`config.mk`:
```
export PLATFORM = sky130hd
export DESIGN_NAME = instr_buffer_flat
export DESIGN_NICKNAME = d
export VERILOG_FILES = /design/src/rtl/instr_buffer_if.sv /design/src/rtl/instr_buffer.sv /design/src/flat_wrapper.sv
export SDC_FILE = /design/constraint.sdc
export NUM_CORES = 2
export LEC_CHECK = 0
export ABC_AREA = 1
export BUFFER_PORTS_ARGS = -buffer_cell sky130_fd_sc_hd__buf_4
export CAP_MARGIN = 20
export CORE_ASPECT_RATIO = 0.5
export CORE_UTILIZATION = 50
export CTS_CLUSTER_DIAMETER = 120
export CTS_CLUSTER_SIZE = 24
export DETAILED_ROUTE_END_ITERATION = 12
export HOLD_SLACK_MARGIN = 0.03
export PLACE_DENSITY = 0.65
export SYNTH_ARGS = -nofsm -noshare
export SYNTH_HDL_FRONTEND = slang
export SYNTH_SLANG_ARGS = --single-unit
```
`constraint.sdc`:
```
create_clock -name clk -period 5.8 [get_ports clk]
set_input_delay 1.16 -clock clk [delete_from_list [all_inputs] [get_ports clk]]
set_output_delay 1.16 -clock clk [all_outputs]
set_load 0.05 [all_outputs]
```
`src/rtl/instr_buffer_if.sv`:
```
// rtl/instr_buffer_if.sv - push/read/accept bundle between fetch, instr_buffer and dispatch
// Ports (slave = buffer side):
//   push_valid_i/push_pc_i/push_instr_i/push_excp_i/push_excp_num_i : 2-lane push from fetch
//   push_ready_o                                                     : buffer can take a 2-lane push
//   out_valid_o/out_pc_o/out_instr_o/out_excp_o/out_excp_num_o       : 2 oldest entries, program order
//   accept_i                                                         : per-lane consume mask from dispatch
interface instr_buffer_if;
    logic [1:0]       push_valid_i;
    logic [1:0][31:0] push_pc_i;
    logic [1:0][31:0] push_instr_i;
    logic [1:0]       push_excp_i;
    logic [1:0][3:0]  push_excp_num_i;
    logic             push_ready_o;
    logic [1:0]       out_valid_o;
    logic [1:0][31:0] out_pc_o;
    logic [1:0][31:0] out_instr_o;
    logic [1:0]       out_excp_o;
    logic [1:0][3:0]  out_excp_num_o;
    logic [1:0]       accept_i;

    modport slave (
        input  push_valid_i, push_pc_i, push_instr_i, push_excp_i, push_excp_num_i, accept_i,
        output push_ready_o, out_valid_o, out_pc_o, out_instr_o, out_excp_o, out_excp_num_o
    );

    modport master (
        output push_valid_i, push_pc_i, push_instr_i, push_excp_i, push_excp_num_i, accept_i,
        input  push_ready_o, out_valid_o, out_pc_o, out_instr_o, out_excp_o, out_excp_num_o
    );
endinterface

```
`src/rtl/instr_buffer.sv`:
```
// rtl/instr_buffer.sv - 2-in/2-out circular instruction FIFO between fetch and decode/dispatch
// Ports:
//   clk, rst_n (asynchronous, active-low)
//   flush_i        : empty the buffer next cycle (priority over push/pop)
//   ib             : instr_buffer_if.slave push / read / accept bundle
//   count_o        : current occupancy
//   full_cycles_o  : cycles with push_ready_o=0 (IB_PERF_CNT_EN, else 0)
//   empty_cycles_o : cycles with count_o=0    (IB_PERF_CNT_EN, else 0)
// Optional feature macro: IB_PERF_CNT_EN enables the saturating perf counters.
module instr_buffer #(
    parameter int DEPTH       = 8,
    parameter int WRITE_WIDTH = 2,
    parameter int READ_WIDTH  = 2
) (
    input  logic                   clk,
    input  logic                   rst_n,
    input  logic                   flush_i,
    instr_buffer_if.slave          ib,
    output logic [$clog2(DEPTH):0] count_o,
    output logic [31:0]            full_cycles_o,
    output logic [31:0]            empty_cycles_o
);
    localparam int AW = $clog2(DEPTH);
    localparam int CW = AW + 1;

    typedef struct packed {
        logic [31:0] pc;
        logic [31:0] instr;
        logic        excp;
        logic [3:0]  excp_num;
    } entry_t;

    entry_t         mem_q [DEPTH];
    entry_t         mem_d [DEPTH];
    logic [AW-1:0]  head_q, head_d, tail_q, tail_d;
    logic [CW-1:0]  count_q, count_d;

    logic           push_ready;
    logic           push_fire;
    logic [1:0]     out_valid;
    logic [1:0]     pop_mask;
    logic [1:0]     push_n, pop_n;
    logic [AW-1:0]  wr_idx1;
    logic [AW-1:0]  rd_idx [2];

    always_comb begin
        // Ready looks only at registered count: a same-cycle pop earns no credit.
        push_ready = (count_q <= CW'(DEPTH - WRITE_WIDTH));
        for (int i = 0; i < READ_WIDTH; i++) begin
            out_valid[i] = (count_q > CW'(i));
            rd_idx[i]    = head_q + AW'(i);
        end

        // In-order retire: lane1 only leaves together with lane0.
        pop_mask[0] = ib.accept_i[0] & out_valid[0];
        pop_mask[1] = ib.accept_i[1] & out_valid[1] & pop_mask[0];
        pop_n       = {1'b0, pop_mask[0]} + {1'b0, pop_mask[1]};

        push_fire = push_ready & (|ib.push_valid_i);
        push_n    = push_fire ? ({1'b0, ib.push_valid_i[0]} + {1'b0, ib.push_valid_i[1]}) : 2'd0;
        // Compaction: lane1 lands at tail when lane0 is empty, else at tail+1.
        wr_idx1   = tail_q + AW'(ib.push_valid_i[0]);

        mem_d   = mem_q;
        head_d  = head_q + AW'(pop_n);
        tail_d  = tail_q + AW'(push_n);
        count_d = count_q + CW'(push_n) - CW'(pop_n);

        if (push_fire && !flush_i) begin
            if (ib.push_valid_i[0])
                mem_d[tail_q] = '{pc: ib.push_pc_i[0], instr: ib.push_instr_i[0],
                                  excp: ib.push_excp_i[0], excp_num: ib.push_excp_num_i[0]};
            if (ib.push_valid_i[1])
                mem_d[wr_idx1] = '{pc: ib.push_pc_i[1], instr: ib.push_instr_i[1],
                                   excp: ib.push_excp_i[1], excp_num: ib.push_excp_num_i[1]};
        end

        // Storage is left as-is on flush; only the pointers are reset.
        if (flush_i) begin
            head_d  = '0;
            tail_d  = '0;
            count_d = '0;
        end
    end

    always_ff @(posedge clk or negedge rst_n) begin
        if (!rst_n) begin
            head_q  <= '0;
            tail_q  <= '0;
            count_q <= '0;
            for (int i = 0; i < DEPTH; i++) mem_q[i] <= '0;
        end else begin
            head_q  <= head_d;
            tail_q  <= tail_d;
            count_q <= count_d;
            mem_q   <= mem_d;
        end
    end

    always_comb begin
        ib.push_ready_o = push_ready;
        ib.out_valid_o  = out_valid;
        for (int i = 0; i < 2; i++) begin
            ib.out_pc_o[i]       = mem_q[rd_idx[i]].pc;
            ib.out_instr_o[i]    = mem_q[rd_idx[i]].instr;
            ib.out_excp_o[i]     = mem_q[rd_idx[i]].excp;
            ib.out_excp_num_o[i] = mem_q[rd_idx[i]].excp_num;
        end
    end

    assign count_o = count_q;

`ifdef IB_PERF_CNT_EN
    logic [31:0] full_cnt_q, full_cnt_d, empty_cnt_q, empty_cnt_d;

    always_comb begin
        full_cnt_d  = full_cnt_q;
        empty_cnt_d = empty_cnt_q;
        if (!push_ready && (full_cnt_q != '1))     full_cnt_d  = full_cnt_q + 32'd1;
        if ((count_q == '0) && (empty_cnt_q != '1)) empty_cnt_d = empty_cnt_q + 32'd1;
    end

    always_ff @(posedge clk or negedge rst_n) begin
        if (!rst_n) begin
            full_cnt_q  <= '0;
            empty_cnt_q <= '0;
        end else begin
            full_cnt_q  <= full_cnt_d;
            empty_cnt_q <= empty_cnt_d;
        end
    end

    assign full_cycles_o  = full_cnt_q;
    assign empty_cycles_o = empty_cnt_q;
`else
    assign full_cycles_o  = '0;
    assign empty_cycles_o = '0;
`endif

    count_in_range: assert property (@(posedge clk) disable iff (!rst_n)
        (int'(count_q) + int'(push_n) - int'(pop_n) >= 0) &&
        (int'(count_q) + int'(push_n) - int'(pop_n) <= DEPTH));
endmodule

```
`src/flat_wrapper.sv`:
```
// flat-port wrapper written by rule: the top's interface ports become plain ports
module instr_buffer_flat 
#(
    parameter int DEPTH       = 8,
    parameter int WRITE_WIDTH = 2,
    parameter int READ_WIDTH  = 2
)
  (clk, rst_n, flush_i, count_o, full_cycles_o, empty_cycles_o, ib_push_valid_i, ib_push_pc_i, ib_push_instr_i, ib_push_excp_i, ib_push_excp_num_i, ib_accept_i, ib_push_ready_o, ib_out_valid_o, ib_out_pc_o, ib_out_instr_o, ib_out_excp_o, ib_out_excp_num_o);
  instr_buffer_if ib_i ();
  input  logic clk;
  input  logic rst_n;
  input  logic flush_i;
  output logic [$clog2(DEPTH):0] count_o;
  output logic [31:0] full_cycles_o;
  output logic [31:0] empty_cycles_o;
  input wire logic [$bits(ib_i.push_valid_i)-1:0] ib_push_valid_i;
  input wire logic [$bits(ib_i.push_pc_i)-1:0] ib_push_pc_i;
  input wire logic [$bits(ib_i.push_instr_i)-1:0] ib_push_instr_i;
  input wire logic [$bits(ib_i.push_excp_i)-1:0] ib_push_excp_i;
  input wire logic [$bits(ib_i.push_excp_num_i)-1:0] ib_push_excp_num_i;
  input wire logic [$bits(ib_i.accept_i)-1:0] ib_accept_i;
  output wire logic [$bits(ib_i.push_ready_o)-1:0] ib_push_ready_o;
  output wire logic [$bits(ib_i.out_valid_o)-1:0] ib_out_valid_o;
  output wire logic [$bits(ib_i.out_pc_o)-1:0] ib_out_pc_o;
  output wire logic [$bits(ib_i.out_instr_o)-1:0] ib_out_instr_o;
  output wire logic [$bits(ib_i.out_excp_o)-1:0] ib_out_excp_o;
  output wire logic [$bits(ib_i.out_excp_num_o)-1:0] ib_out_excp_num_o;
  assign ib_i.push_valid_i = ib_push_valid_i;
  assign ib_i.push_pc_i = ib_push_pc_i;
  assign ib_i.push_instr_i = ib_push_instr_i;
  assign ib_i.push_excp_i = ib_push_excp_i;
  assign ib_i.push_excp_num_i = ib_push_excp_num_i;
  assign ib_i.accept_i = ib_accept_i;
  assign ib_push_ready_o = ib_i.push_ready_o;
  assign ib_out_valid_o = ib_i.out_valid_o;
  assign ib_out_pc_o = ib_i.out_pc_o;
  assign ib_out_instr_o = ib_i.out_instr_o;
  assign ib_out_excp_o = ib_i.out_excp_o;
  assign ib_out_excp_num_o = ib_i.out_excp_num_o;
  instr_buffer #(.DEPTH(DEPTH), .WRITE_WIDTH(WRITE_WIDTH), .READ_WIDTH(READ_WIDTH)) u_core (.clk(clk), .rst_n(rst_n), .flush_i(flush_i), .ib(ib_i), .count_o(count_o), .full_cycles_o(full_cycles_o), .empty_cycles_o(empty_cycles_o));
endmodule
```
After elaboration in Yosys (flattened, before gate mapping)
Cells that the tools add are included.

storage, ports and cells
  logic and storage cells = 84
  register bits = 562
  output and inout port bits = 209
  bits of input ports = 145

operators by class
  multiplexer cells = 19
  reductions and logical operators = 5
  magnitude comparators = 9
  add/subtract/negate cells = 8
  bitwise operators = 8

operators by type and width
  kind                   number
  $mux W552              3
  $bwmux W552            2
  $bmux W69 S3           2
  $demux W69 S3          2
  $mux W69               6
  $ge A4 B4 Y1 const B   4
  $not A3 Y4             4
  $gt A4 B1 Y1 const B   2
  $lt A4 B1 Y1 const B   2
  $add A3 B2 Y3          2
  $mux W3                2
  $add A1 B1 Y2          2
  $add A4 B2 Y4          1
  $and A1 B1 Y1          4
  $le A4 B3 Y1 const B   1
  $mux W4                1
  $sub A4 B2 Y4          1
  $add A3 B1 Y3          1
  $add A3 B1 Y3 const B  1
  $logic_and A1 B1 Y1    3
  $mux W2                1
  $reduce_or A2 Y1       1
  $logic_not A1 Y1       1

Longest topological paths before layout
  word-level depth = 10
  mapped depth = 16
  depth with buffers taken out = 16

Worst setup path after synthesis
Ideal clock, no wire load.

  path type = register -> output
  from = register u_core.head_q[0]
  to = output port ib_out_pc_o[53]
  data required time = 4.640 ns
  arrival time = 2.330 ns
  cell stages (with the launch flop) = 10
  slack = 2.310 ns
  path buffers = 3
  path through = dfrtp_1 ha_1 buf_2 clkinv_1 buf_2 buf_1 o211ai_1 nand2_1 inv_1 o21ai_1

on the way
  word-level cells in the longest chain between the ends = 5

RTL lines
  element                                       RTL line             RTL
  start: declaration                            instr_buffer.sv:35   logic [AW-1:0] head_q, head_d, tail_q, tail_d;
  start signal: assignment                      instr_buffer.sv:88   head_q <= '0;
  start signal: assignment                      instr_buffer.sv:93   head_q <= head_d;
  $add A3 B1 Y3                                 instr_buffer.sv:51   rd_idx[i] = head_q + AW'(i);
  $not A3 Y4 (implied by the code)              instr_buffer.sv:104  ib.out_pc_o[i] = mem_q[rd_idx[i]].pc;
  $bmux W69 S3                                  instr_buffer.sv:104
  $mux W69 (implied by the code) (2 in series)  instr_buffer.sv:104
  end: declaration                              flat_wrapper.sv:24   output wire logic [$bits(ib_i.out_pc_o)-1:0] ib_out_pc_o;

No other way between the ends. The select of a mux whose other input is x is not followed.

Final worst setup path
  from = register u_core.head_q[0]
  to = output port ib_out_instr_o[56]

on the way
  word-level cells in the longest chain between the ends = 5

RTL lines
  element                           RTL line             RTL
  $add A3 B1 Y3                     instr_buffer.sv:51
  $not A3 Y4 (implied by the code)  instr_buffer.sv:105  ib.out_instr_o[i] = mem_q[rd_idx[i]].instr;
  $bmux W69 S3                      instr_buffer.sv:105
  $mux W69 (2 in series)            --
  end: declaration                  flat_wrapper.sv:25   output wire logic [$bits(ib_i.out_instr_o)-1:0] ib_out_instr_o;

No other way between the ends. The select of a mux whose other input is x is not followed.

==> key figures <==
Global routing
  • Global-route wire length before repair: 291 mm
  • GRT overflow: 0
  • Number of global-route vias before repair: 48600
  • Antenna violations before repair: 12
  • Overall fraction of global-route tracks in use: 41.0%
  • Maximum number of pins on one net before global-route repair: approximately 260

Timing
  • Final Critical Period: 5060 ps
  • RSZ-0062 raised after global routing: no
  • Relative slew slack: 16.8%
  • Final critical-path share of the clock period: 87.2%
  • Worst Max-Slew Pin Slew: 1250 ps
  • Number of endpoints with negative hold slack in the final report: 0
  • Setup skew after layout: 23.4 ps
  • Crit path setup slack, layout: 742 ps
  • Number of pins exceeding their max-slew limit in the final report: 0
  • Setup violators final: 0
  • Final setup TNS: 0 ps
  • Highest achievable clock rate: 0.198 GHz

Placement
  • Final RePlAce weighted congestion: 0.878
  • HPWL after DPL: 100 mm
  • Worst slack after detailed placement: 1530 ps
  • Buffers on Ports: a little under 300

CTS
  • Clock slew at the register clock pins of the worst setup and hold paths: 110 ps
  • Clock tree from TritonCTS: built
  • Maximum clock path buffer count: 3
  • Total clock sinks: about 560
  • Clock root cell: sky130_fd_sc_hd__clkbuf_16
  • Post-CTS setup buffer count: 0
  • Deepest level of the CTS H-tree: 1
  • Number of buffers created by CTS: 27
  • Clock Latency Late Sink: 650 ps
  • Count of hold-fix buffers inserted at cts: 0
  • # resized after CTS: 0

Critical path
  • FF-to-FF setup slack: 2270 ps
  • R2R depth: 8
  • Critical path start-end classification: flop to output port
  • CP arrival: 3900 ps
  • CP endpoint kind: output port
  • Required time of the critical path: 4640 ps
  • CP startpoint kind: flop
  • Worst flop-to-flop path startpoint: u_core.tail_q[0]
  • Terminus of the critical flop-to-flop path: u_core.mem_q[501]
  • Worst-path fanout max: 125

Power and ir drop
  • Share of total power in sequential cells: 24.5%
  • Sw Ratio: 58.2%
  • Comb pwr share: 67.4%
  • Power spent charging and discharging nets: between 0.015 and 0.02 W
  • Leakage power total: roughly 23 nW
  • Part of the total power dissipated in the clock network: under 10%
  • VDD IR max: 516 µV
  • Internal power: between 0.01 and 0.015 W
  • Power density relative to cell area: 614 nW/µm²

Routing
  • Detailed-routing iteration count for the pre-antenna-repair pass: 11
  • Post-detailed-route wirelength per cell: 23.5 µm
  • Vias: between 50000 and 60000
  • First DRT Iteration DRCs: 8594
  • Routed wire length: 193 mm
  • Antenna viol nets, final: 0
  • DRC errors left: 2
  • Via/cell ratio: 6.40

Synth
  • Largest family of logic cells by synthesized area: simple AND/OR/NAND/NOR gates
  • Yosys reg bits: 562
  • Warning count from the yosys run: 0
  • Post-synthesis cell count: 7319
  • Simple-Gate Fraction of Synth Area: 43.9%
  • Post-Synthesis Cell Area: around 45000 µm²
  • Synth Area in Adders: less than 1%
  • XOR/XNOR share of the synthesized area: 0.0392%
  • Multiplexer area fraction after synthesis: 0%
  • Synth unique cells: 28
  • Syn_area_per_cell: 6.11 µm²
  • Sequential-to-total area share from yosys stat: between 30% and 40%
  • Compound-Gate Fraction of Synth Area: roughly an eighth

Floorplan
  • Die X-Extent: approximately 420 µm
  • Starting density of the core: around 50%
  • Die extent in y: 213 µm
  • Full die area: 90700 µm²
  • Std-Cell Rows: 77
  • Number of top-level design ports: 354
  • Area of the core: just under 90000 µm²

Finish
  • Commonest non-fill, non-tap cell in the layout: sky130_fd_sc_hd__nand2_1
  • Area growth, synth to finish: 5.13%
  • Most frequent cells in the layout: sky130_fd_sc_hd__nand2_1, sky130_fd_sc_hd__nand3_1, sky130_fd_sc_hd__dfrtp_1
  • Final #Nets: between 7000 and 8000
  • Share of cells above drive strength 1: 6.49%

Status
  • Failing checks: DRC
  • Status: finished, violations left

Hold path
  • Hold/Removal Path Class: primary input to async pin

Run
  • Number of max-cap violations: 0
[synth_stat cells]
cell type	number	area (µm²)
sky130_fd_sc_hd__buf_4	101	758
sky130_fd_sc_hd__clkinv_1	2	7.51
sky130_fd_sc_hd__buf_1	52	195
sky130_fd_sc_hd__dfrtp_1	562	14100
sky130_fd_sc_hd__nor2_2	9	56.3
sky130_fd_sc_hd__nor2_1	19	71.3
sky130_fd_sc_hd__o21ai_1	198	991
sky130_fd_sc_hd__conb_1	1	3.75
sky130_fd_sc_hd__o21ai_0	218	1090
sky130_fd_sc_hd__clkbuf_2	41	205
sky130_fd_sc_hd__nand3_1	1821	9110
sky130_fd_sc_hd__nand2_1	2628	9860
sky130_fd_sc_hd__o211ai_1	207	1550
sky130_fd_sc_hd__nand2_2	4	25.0
sky130_fd_sc_hd__inv_2	8	30.0
sky130_fd_sc_hd__nand3b_1	1	7.51
sky130_fd_sc_hd__buf_6	6	67.6
sky130_fd_sc_hd__inv_4	1	6.26
sky130_fd_sc_hd__nand3_2	3	30.0
sky130_fd_sc_hd__xor2_1	2	17.5
sky130_fd_sc_hd__inv_1	437	1640
sky130_fd_sc_hd__fa_1	4	80.1
sky130_fd_sc_hd__clkbuf_1	274	1030
sky130_fd_sc_hd__buf_2	286	1430
sky130_fd_sc_hd__nor2_4	3	33.8
sky130_fd_sc_hd__a21oi_1	349	1750
sky130_fd_sc_hd__and2_1	69	432
sky130_fd_sc_hd__ha_1	13	163
[flip-flops by register name, summed over array words and instances (netlist names)]
name,count
u_core.count_o,4
u_core.head_q,3
u_core.mem_q,552
u_core.tail_q,3
[metrics by stage]
step           total power [W]  hold WS (ps)  instances  cell area [µm²]  utilization (%)
2_1_floorplan           0.0205           471       7382            45000                -
3_3_place_gp            0.0257           485       8181            46200             52.3
3_5_place_dp            0.0261           487       8182            46300             52.3
4_1_cts                 0.0284           516       8211            47000             53.1
5_1_grt                 0.0307           532       8222            47000             53.2
6_report                0.0289           496       8222            47000             53.2
[cells by family (layout without fill, tap and decap cells)]
kind of cell / count (synthesis) / count (layout)
and+or+nand+nor: 4557 / 4557
buffers and inverters: 1208 / 853
AOI/OAI and AO/OA: 972 / 972
DFF: 562 / 562
adders and majority gates: 17 / 17
xor gates and xnor gates: 2 / 2
other: 1 / 74
[worst max-delay path by stage]
stage / startpoint / to / slack [ps] / cells past startpoint
6_report: u_core.head_q[0] / ib_out_instr_o[56] / 740 / 7
4_1_cts: u_core.head_q[0] / ib_out_pc_o[63] / 820 / 7
3_5_place_dp: u_core.head_q[0] / ib_out_pc_o[63] / 1530 / 7
3_3_place_gp: u_core.head_q[0] / ib_out_excp_num_o[4] / 1560 / 7
5_1_grt: u_core.head_q[0] / ib_out_pc_o[63] / 710 / 7
2_1_floorplan: u_core.head_q[0] / ib_out_pc_o[53] / 2310 / 9
[cell type report]
| cell class | instances | area (µm²) |
|---|---|---|
| diodes | 10 | 25.0 |
| clock buffers | 28 | 679 |
| clock inverters | 1 | 16.3 |
| fillers | 8917 | 41400 |
| inverters | 448 | 1710 |
| multi-input cells | 5612 | 25800 |
| flip-flops and latches | 562 | 14100 |
| well taps | 1185 | 1480 |
| repair buffers | 376 | 3260 |
[worst max-delay path: stages (launching register included)]
cell and delay (ps):
sky130_fd_sc_hd__dfrtp_4 620, sky130_fd_sc_hd__ha_4 930, sky130_fd_sc_hd__buf_12 630, sky130_fd_sc_hd__o211ai_1 180
sky130_fd_sc_hd__nand2_1 110, sky130_fd_sc_hd__inv_1 40, sky130_fd_sc_hd__o21ai_1 260, sky130_fd_sc_hd__buf_4 260
[per-layer routing]
metal  track usage, %  share of wire (%)  vias to the layer above
met1             55.6                 39                    24900
met4             19.7                4.9                        4
met5                0              0.011                        -
met2             62.5                 43                     3850
li1                 -                  -                    23200
met3             8.80                 14                      620
[power groups by stage]
stage | Clock, W | Sequential [W] | Combinational, W
floorplan | 0 | 0.00668 | 0.0139
global placement | 0 | 0.00699 | 0.0187
detailed placement | 0 | 0.00704 | 0.0191
CTS | 0.00235 | 0.00699 | 0.0191
global route | 0.00246 | 0.00726 | 0.0209
finish | 0.00235 | 0.00708 | 0.0194
Note: power is estimated with default switching activity, not from simulation.
